### src/rtl/rgmii_pkg.sv
// rtl/rgmii_pkg.sv - shared RGMII speed codes, nibble FSM states and IDDR settings
package rgmii_pkg;

    localparam logic [1:0] SPEED_10   = 2'b00;
    localparam logic [1:0] SPEED_100  = 2'b01;
    localparam logic [1:0] SPEED_1000 = 2'b10;

    typedef enum logic [1:0] {
        NIB_IDLE = 2'b00,
        NIB_LOW  = 2'b01,
        NIB_HIGH = 2'b10
    } nib_state_t;

    localparam string IDDR_DDR_CLK_EDGE = "SAME_EDGE_PIPELINED";
    localparam logic  IDDR_INIT         = 1'b0;
    localparam string IDDR_SRTYPE       = "SYNC";

endpackage

### src/rtl/rgmii_iddr_bank.sv
// rtl/rgmii_iddr_bank.sv - DDR capture of rxd/rxctl, rise/fall pair on one clk edge
module rgmii_iddr_bank (
    input  logic       clk,
    input  logic       rst,
    input  logic [3:0] rxd,
    input  logic       rxctl,
    output logic [3:0] d_r,
    output logic [3:0] d_f,
    output logic       ctl_r,
    output logic       ctl_f
);

    logic [4:0] rise_s;
    logic [4:0] fall_s;

    always_ff @(posedge clk) rise_s <= {rxctl, rxd};
    always_ff @(negedge clk) fall_s <= {rxctl, rxd};

    // Re-time both halves onto the next rising edge so a pair is presented together
    always_ff @(posedge clk) begin
        if (rst) begin
            {ctl_r, d_r, ctl_f, d_f} <= '0;
        end else begin
            {ctl_r, d_r} <= rise_s;
            {ctl_f, d_f} <= fall_s;
        end
    end

endmodule

### src/rtl/rgmii_rx.sv
// rtl/rgmii_rx.sv - RGMII receive: pair decode, in-band status, mode latch, nibble FSM
module rgmii_rx
    import rgmii_pkg::*;
#(
    parameter bit         USE_INBAND_STATUS = 1'b1,
    parameter logic [1:0] FORCED_SPEED      = 2'b10
) (
    input  logic       clk,
    input  logic       rst,
    input  logic       eth_rxctl,
    input  logic [3:0] eth_rxd,
    output logic [7:0] data,
    output logic       data_valid,
    output logic       data_enable,
    output logic       data_error,
    output logic       link_up,
    output logic [1:0] link_speed,
    output logic       full_duplex
);

    logic [3:0] iq_dr, iq_df;
    logic       iq_cr, iq_cf;
    logic       iddr_vld, dec_vld;
    logic       dv_d, er_d, dv_last, in_frame, mode_q;
    logic [3:0] dr_d, df_d, low_q;
    logic       er_lat;
    nib_state_t state, state_n;
    logic       dv_rise, active, mode_now, load_low;
    logic [7:0] data_n;
    logic       valid_n, en_n, err_n;
    logic [1:0] speed_code;

    rgmii_iddr_bank u_iddr (
        .clk   (clk),
        .rst   (rst),
        .rxd   (eth_rxd),
        .rxctl (eth_rxctl),
        .d_r   (iq_dr),
        .d_f   (iq_df),
        .ctl_r (iq_cr),
        .ctl_f (iq_cf)
    );

    assign speed_code = USE_INBAND_STATUS ? link_speed : FORCED_SPEED;

    always_ff @(posedge clk) begin
        if (rst) begin
            iddr_vld <= 1'b0;
            dec_vld  <= 1'b0;
            dv_d     <= 1'b0;
            er_d     <= 1'b0;
            dr_d     <= 4'h0;
            df_d     <= 4'h0;
            link_up     <= 1'b0;
            link_speed  <= SPEED_10;
            full_duplex <= 1'b0;
        end else begin
            iddr_vld <= 1'b1;
            dec_vld  <= iddr_vld;
            dv_d     <= iq_cr;
            er_d     <= iq_cr ^ iq_cf;
            dr_d     <= iq_dr;
            df_d     <= iq_df;
            if (iddr_vld && !iq_cr && !iq_cf && (iq_dr == iq_df)) begin
                link_up     <= iq_dr[0];
                link_speed  <= iq_dr[2:1];
                full_duplex <= iq_dr[3];
            end
        end
    end

    // dv_last reads as high while the pipeline refills after reset, so a frame
    // already in progress is ignored until a genuine dv rising edge.
    always_comb begin
        dv_rise  = dec_vld & dv_d & ~dv_last;
        active   = dec_vld & dv_d & (in_frame | dv_rise);
        mode_now = dv_rise ? (speed_code == SPEED_1000) : mode_q;
        state_n  = state;
        load_low = 1'b0;
        data_n   = 8'h00;
        valid_n  = 1'b0;
        en_n     = 1'b0;
        err_n    = 1'b0;
        if (mode_now) begin
            state_n = NIB_IDLE;
            if (active) begin
                data_n  = {df_d, dr_d};
                valid_n = 1'b1;
                en_n    = 1'b1;
                err_n   = er_d;
            end
        end else begin
            case (state)
                NIB_IDLE: if (active) begin
                    load_low = 1'b1;
                    state_n  = NIB_HIGH;
                end
                NIB_HIGH: begin
                    valid_n = 1'b1;
                    en_n    = 1'b1;
                    if (active) begin
                        data_n  = {dr_d, low_q};
                        err_n   = er_lat | er_d;
                        state_n = NIB_LOW;
                    end else begin
                        data_n  = {4'h0, low_q};
                        err_n   = 1'b1;
                        state_n = NIB_IDLE;
                    end
                end
                NIB_LOW: begin
                    if (active) begin
                        load_low = 1'b1;
                        state_n  = NIB_HIGH;
                    end else begin
                        state_n = NIB_IDLE;
                    end
                end
                default: state_n = NIB_IDLE;
            endcase
        end
    end

    always_ff @(posedge clk) begin
        if (rst) begin
            state       <= NIB_IDLE;
            low_q       <= 4'h0;
            er_lat      <= 1'b0;
            dv_last     <= 1'b1;
            in_frame    <= 1'b0;
            mode_q      <= (FORCED_SPEED == SPEED_1000);
            data        <= 8'h00;
            data_valid  <= 1'b0;
            data_enable <= 1'b0;
            data_error  <= 1'b0;
        end else begin
            state    <= state_n;
            dv_last  <= dec_vld ? dv_d : 1'b1;
            in_frame <= active;
            mode_q   <= mode_now;
            if (load_low) begin
                low_q  <= dr_d;
                er_lat <= er_d;
            end
            data        <= data_n;
            data_valid  <= valid_n;
            data_enable <= en_n;
            data_error  <= err_n;
        end
    end

endmodule

### config.mk
export PLATFORM = sky130hd
export DESIGN_NAME = rgmii_rx
export DESIGN_NICKNAME = d
export VERILOG_FILES = /design/src/rtl/rgmii_pkg.sv /design/src/rtl/rgmii_iddr_bank.sv /design/src/rtl/rgmii_rx.sv
export SDC_FILE = /design/constraint.sdc
export NUM_CORES = 1
export LEC_CHECK = 0
export CAP_MARGIN = 20
export CORE_AREA = 5 5 64 66
export CTS_CLUSTER_DIAMETER = 40
export DETAILED_ROUTE_END_ITERATION = 16
export DIE_AREA = 0 0 69 71
export PLACE_DENSITY_LB_ADDON = 0.15
export SYNTH_ARGS = -nofsm -noshare
export SYNTH_HDL_FRONTEND = slang
export SYNTH_HIERARCHICAL = 1
export SYNTH_SLANG_ARGS = --single-unit
### constraint.sdc
create_clock -name clk -period 1.85 [get_ports clk]
set_clock_uncertainty 0.15 [all_clocks]
set_input_delay 0.37 -clock clk [delete_from_list [all_inputs] [get_ports clk]]
set_output_delay 0.37 -clock clk [all_outputs]
set_load 0.01 [all_outputs]
# Word-level counts from Yosys, hierarchy flattened
# Index checks and enable logic that the tools add are counted.
# W data, S select, Z words.
[word_totals]
regBits = 56
inputBits = 7
[classes]
n_mux = 19
bitwise = 8
eq_ne = 5
reduce_logical = 9
[ops]
columns = ["op", "n"]
rows = [
  ["$mux W8", 4],
  ["$mux W1", 12],
  ["$pmux W2 S3", 1],
  ["$reduce_or A2 Y1", 3],
  ["$eq A2 B2 Y1 const B", 2],
  ["$eq A4 B4 Y1", 1],
  ["$mux W2", 2],
  ["$and A1 B1 Y1", 3],
  ["$logic_and A1 B1 Y1", 3],
  ["$eq A2 B1 Y1 const B", 1],
  ["$logic_not A1 Y1", 2],
  ["$logic_not A2 Y1", 1],
  ["$ne A2 B2 Y1 const B", 1],
  ["$not A1 Y1", 2],
  ["$or A1 B1 Y1", 2],
  ["$xor A1 B1 Y1", 1],
]

# Depth between registers and ports, before layout
# Gate-level depths: netlist of run 1.
[depth]
ltp_word = 7
ltp_mapped = 6
depth_no_buf = 4

# Modules after synthesis
# The synthesis of run 1 kept the hierarchy.
[modules_own_cells]
columns = ["module", "instances", "seq_area_each_um2", "area_per_inst_um2", "cells_per_inst"]
rows = [
  ["rgmii_rx", 1, 720.7, 1306.3, 120],
  ["rgmii_iddr_bank", 1, 400.4, 466.7, 31],
]

==> reports/results.ini, run 1 <==
[detailed_routing]
drt_iter0_markers=40
wl_per_cell_um=12.8
antenna_left=0
drc=0
num_vias=1150
vias_per_cell=4.87
drt-pass1-iter-count=4
wl_mm=3.02

[worst_setup_path]
crit_type=reg2reg
critPathLaunchType=flip-flop
critPathRequiredTime_ns=2.01
r2r_slack_ns=0.05
critPathMaxFanout=6
worstPathArrival_ns=1.96
cp-end-kind=flip-flop
r2r_cells=4

[synthesis]
seq_area_frac_synth=0.632
syn_area_um2=1770
synth-seq-cells=56
synth.distinct_cells=34
synth_warnings=6
synth_cells=151
syn_avg_cell_area_um2=11.7
synthesis.nets=158

[clock_tree]
worstSkewPairLatency_ns=0.41
cts.sinks=56
cts_root_buf=clkbuf_4
cts_buffer_depth=2
cts_hold_buf=0
clk_pin_slew_ns=0.15
cts_buffers=5
cts_tree=yes
htree_levels=2

[die]
fp.dieH_um=71
design.die.area_um2=4900
coreArea_um2=3520
rows=22
initial_core_util=0.503
die_x_um=69
io_pins=22

[timing]
min_period_over_period=0.974
tightest_slew_ns=0.408
hold_viol=0
fmax_mhz=555
hold_ws_ns=0.303
setup_viol=0
slew-limit-headroom=0.728
rsz0062_at_grt=yes
setup_tns_ns=0
min_period_ns=1.80
drv_slew=0

[placement]
place_inst=220
placed_area_um2=2070
place_congestion=0.805
io_buffers=21

[layout]
layout-drive-gt1-share=0.144
syn_to_final_growth_pct=24.0
fill_cells=308
final_area_um2=2200
n_antenna_cell=0
finalNonFillerCells=236
nets=194
post-route-util=0.624

[outcome]
outcome=finished, final reports clean

[pwr]
peakVddDrop_uv=807
power.density_nw_per_um2=911
p_leak_uw=0.000942

[global_route]
grt_remaining_overflow=0
grt_pass1_wl_mm=5.19
antenna_found_initial=0
grt_use_total=0.133
grt_start_max_net_pins=17
grt_pass1_vias=1170

[hold_path]
hp-class=in2reg
hold_depth=1

[job]
drv_cap=0

## cell families after synthesis
family / synth area share
compound gates: 0.101
xor+xnor: 0.0247
buf+inv: 0.0282
flops: 0.632
mux: 0.0310
simple gates: 0.183
## Yosys cell counts, drive strengths merged
library cell,number,area share
nor3b,1,0.011
nor4,4,0.014
nand3b,1,0.0042
mux2,4,0.025
buf,5,0.018
nor3,3,0.0085
o221ai,1,0.0085
a21o,2,0.0085
clkbuf,1,0.0021
a31o,4,0.020
dfxtp,56,0.63
nand3,2,0.0056
o21bai,1,0.0042
o21ai,1,0.0028
a22o,6,0.030
or3,1,0.0035
and3b,1,0.0049
o22ai,2,0.015
nand2,8,0.018
xnor2,1,0.0049
o32ai,2,0.0099
inv,4,0.0085
mux2i,1,0.0056
nor2b,25,0.088
nor2,7,0.015
or3b,1,0.0064
nand2b,1,0.0035
a21oi,1,0.0028
xor2,4,0.020
## state kept, by name (all words and copies together), names as in the netlist, 2 cells and up
register	count
u_iddr/fall_s	5
df_d	4
data	8
dr_d	4
u_iddr/rise_s	5
low_q	4
u_iddr/d_r	4
u_iddr/d_f	4
link_speed	2
state	2
## cells in the final DEF, fill, tap and decap left out
cell type / count
dlymetal6s2s_1: 4
nand2_1: 7
nor3_1: 3
clkdlybuf4s50_1: 17
clkbuf_1: 1
or3b_4: 1
dfxtp_1: 54
xor2_1: 4
o221ai_2: 1
clkinv_1: 1
a21oi_1: 1
bufinv_16: 1
a31o_1: 4
a22o_1: 6
mux2i_1: 1
nor2b_1: 25
xnor2_1: 1
nor2_1: 7
buf_4: 9
nand2_2: 1
mux2_2: 4
o21ai_0: 1
or3_1: 1
nand2b_1: 1
nand3b_1: 1
inv_1: 8
o32ai_1: 2
and3b_1: 1
dfxtp_2: 2
o21bai_1: 1
o22ai_4: 1
o22ai_1: 1
nand3_1: 2
nor3b_4: 1
clkbuf_4: 5
a21o_1: 2
buf_12: 1
nor4_1: 4
## report_power, final
group	switching, uW	internal, uW
Combinational	36.0	42.3
Sequential	16.9	1240
Clock	368	296
Total	421	1580
## worst max-delay path: stages, from the launching register on
cell and delay, ns:
dfxtp_2 0.37, or3b_4 0.42, o22ai_4 0.25, nor3b_4 0.36
a22o_1 0.21
## per-stage QoR
stage / total power (uW) / setup slack, ns
floorplan: 1340 / 0.195
global route: 2100 / -0.0493
finish: 2000 / 0.0488
CTS: 2030 / 0.00459
global placement: 1380 / -0.129
detailed placement: 1390 / -0.158
## final timing paths
path	from	to
max reg2reg	link_speed[1]	data[5]
min	eth_rxd[0]	u_iddr/rise_s[0]
min reg2reg	dec_vld	dv_last
max	link_speed[1]	data[5]
## layer usage
metal	vias up	routed length [um]	global-route usage
met3	4	144	0.0568
li1	581	-	-
met2	19	1670	0.249
met5	-	0	0
met1	546	1170	0.129
met4	0	32	0.0521
## repair_timing
| item | 4_1_cts | 5_1_grt |
|---|---|---|
| buffers inserted | 0 | 4 |
| endpoints found under the setup margin | 2 | 15 |
| gates resized for setup | 1 | 5 |
| hold endpoints to repair | 0 | 0 |
| pin swaps | 0 | 6 |
## layout make-up
class | instances | area (um^2) | share of cell area
Clock buffer | 6 | 41.3 | 0.0188
Clock inverter | 7 | 52.6 | 0.0239
Inverter | 3 | 11.3 | 0.00512
Multi-Input combinational cell | 85 | 602 | 0.274
Sequential cell | 56 | 1120 | 0.511
Tap cell | 48 | 60.1 | 0.0273
Timing Repair Buffer | 31 | 308 | 0.140
No activity file was read; power rests on OpenSTA's default activity.
==> run 2: changes to the inputs <==
--- a/config.mk
+++ b/config.mk
@@ -6,11 +6,13 @@
 export NUM_CORES = 1
 export LEC_CHECK = 0
 export CAP_MARGIN = 20
-export CORE_AREA = 5 5 64 66
+export CORE_AREA = 5 5 66 68
 export CTS_CLUSTER_DIAMETER = 40
 export DETAILED_ROUTE_END_ITERATION = 16
-export DIE_AREA = 0 0 69 71
+export DIE_AREA = 0 0 71 73
+export HOLD_SLACK_MARGIN = 0.08
 export PLACE_DENSITY_LB_ADDON = 0.15
+export SKIP_LAST_GASP = 1
 export SYNTH_ARGS = -nofsm -noshare
 export SYNTH_HDL_FRONTEND = slang
 export SYNTH_HIERARCHICAL = 1
==> run 2 against run 1 <==
Critical path type unchanged. Highest routed layer unchanged. Die area up 5.8%. Sequential power about the same. Worst hold slack got worse by 0.023 ns. Cell count did not move. Clock-buffer cell count fell by 1. Power is 6.4% higher. Core utilization shrank 4.2 points. Routed wire length fell by 6.9%. Critical path depth unchanged. First-iteration DRC count rose by 55%. Largest power group unchanged. Sequential cell count did not move.
==> reports/results.ini, run 2 (synthesized netlist as in run 1, its figures left out) <==
[outcome]
outcome=finished, final reports clean  ; unchanged

[layout]
final_area_um2=2210  ; was 2200 um^2
nets=192  ; was 194
finalNonFillerCells=236  ; unchanged
final_cell_mix=53 x dfxtp_1, 25 x nor2b_1, 21 x clkdlybuf4s50_1, 9 x inv_1  ; was 54 x dfxtp_1, 25 x nor2b_1, 17 x clkdlybuf4s50_1, 9 x buf_4, 8 x inv_1
n_antenna_cell=0  ; unchanged
post-route-util=0.582  ; was 0.624
biggestRegsByFlops=data: 8 flops, u_iddr/fall_s: 5 flops, u_iddr/rise_s: 5 flops  ; unchanged
syn_to_final_growth_pct=24.8  ; was 24.0%
largest_reg_flops=8  ; unchanged
layout-drive-gt1-share=0.145  ; was 0.144
layout_commonest_cell=dfxtp_1  ; unchanged
regMostFlops=data  ; unchanged

[die]
rows=23  ; was 22
design.die.area_um2=5180  ; was 4900 um^2
fp.dieH_um=73  ; was 71 um
coreArea_um2=3800  ; was 3520 um^2
initial_core_util=0.467  ; was 0.503
io_pins=22  ; unchanged
die_x_um=71  ; was 69 um

[global_route]
grt_use_total=0.119  ; was 0.133
grt_pass1_vias=1114  ; was 1170
antenna_found_initial=0  ; unchanged
grt_start_max_net_pins=22  ; was 17
grt_pass1_wl_mm=4.75  ; was 5.19 mm
grt_remaining_overflow=0  ; unchanged

[worst_setup_path]
cp.depth=4  ; unchanged
critPathMaxFanout=6  ; unchanged
crit_type=reg2reg  ; unchanged
critPathRequiredTime_ns=1.94  ; was 2.01 ns
r2r_start=link_speed[0]  ; was link_speed[1]
cp-end-kind=flip-flop  ; unchanged
path_cells=or3b_4 -> o22ai_4 -> nor3b_4 -> a22o_1  ; unchanged
r2r_cells=4  ; unchanged
critPathLaunchType=flip-flop  ; unchanged
crit_family=simple AND/OR/NAND/NOR gates  ; unchanged
max_stage_delay_ns=0.43  ; was 0.42 ns
startpoint=link_speed[0]  ; was link_speed[1]
critPathSlowestCell=or3b_4  ; unchanged
worstPathArrival_ns=1.87  ; was 1.96 ns
crit_buf_inv=0  ; unchanged

[hold_path]
hold_depth=1  ; unchanged
hp-start=dec_vld  ; was eth_rxd[0]
hp-class=reg2reg  ; was in2reg

[timing]
hold_ws_ns=0.281  ; was 0.303 ns
setup_viol=0  ; unchanged
min_period_ns=1.78  ; was 1.80 ns
slew-limit-headroom=0.804  ; was 0.728
rsz0062_at_grt=yes  ; unchanged
drv_slew=0  ; unchanged
hold_viol=0  ; unchanged
fmax_mhz=563  ; was 555 MHz
min_period_over_period=0.960  ; was 0.974
tightest_slew_ns=0.294  ; was 0.408 ns

[detailed_routing]
drt_iter0_markers=62  ; was 40
num_vias=1135  ; was 1150
wl_per_cell_um=11.9  ; was 12.8 um
wl_mm=2.81  ; was 3.02 mm
antenna_left=0  ; unchanged
drt-pass1-iter-count=4  ; unchanged
vias_per_cell=4.81  ; was 4.87
drc=0  ; unchanged

[placement]
placed_area_um2=2080  ; was 2070 um^2
place_inst=223  ; was 220
dp_hpwl_mm=2.07
io_buffers=21  ; unchanged
place_congestion=0.751  ; was 0.805

[clock_tree]
cts_buffer_depth=2  ; unchanged
worstSkewPairLatency_ns=0.35  ; was 0.41 ns
cts_tree=yes  ; unchanged
cts.sinks=56  ; unchanged
htree_levels=2  ; unchanged
clk_pin_slew_ns=0.09  ; was 0.15 ns
cts_buffers=5  ; unchanged
cts_root_buf=clkbuf_8  ; was clkbuf_4

[pwr]
power.density_nw_per_um2=963  ; was 911 nW/um^2
p_leak_uw=0.000877  ; was 0.000942 uW
peakVddDrop_uv=648  ; was 807 uV

[job]
drv_cap=0  ; unchanged

==> run 2: worst paths after layout <==
check	end	slack [ns]
min reg2reg	dv_last	0.28
max	data[5]	0.07
max reg2reg	data[5]	0.07
min	dv_last	0.28
==> run 2: area by class of cell <==
type,count,area [um^2]
Sequential cell,56,1120
Clock inverter,8,60.1
Inverter,3,11.3
Clock buffer,5,68.8
Tap cell,50,62.6
Multi-Input combinational cell,85,602
Fill cell,342,1590
Timing Repair Buffer,29,283
==> run 2: routing by layer <==
layer,up-vias,global-route usage,wire length (um)
met5,-,0,0
met4,0,0.0564,29
met3,4,0.0344,127
met2,21,0.223,1510
met1,526,0.119,1140
li1,584,-,-
==> run 2: power breakdown <==
| group | internal, uW | leakage [uW] | switching (uW) |
|---|---|---|---|
| Combinational | 43.8 | 0.000334 | 36.2 |
| Sequential | 1240 | 0.000461 | 16.0 |
| Clock | 412 | 0.0000822 | 380 |
==> run 2: what timing repair did <==
action | in CTS | in global routing
setup buffers | 0 | 1
hold buffers | 0 | 0
setup endpoints to repair | 0 | 5
gates resized for setup | 0 | 3
==> run 2: through the flow <==
stage	setup slack [ns]	setup TNS, ns	power [uW]
after CTS	0.0494	0	2160
final	0.0740	0	2130
after detailed placement	-0.155	-0.682	1390
after global routing	-0.0273	-0.0624	2230
after floorplan	0.195	0	1340
after global placement	-0.126	-0.627	1380
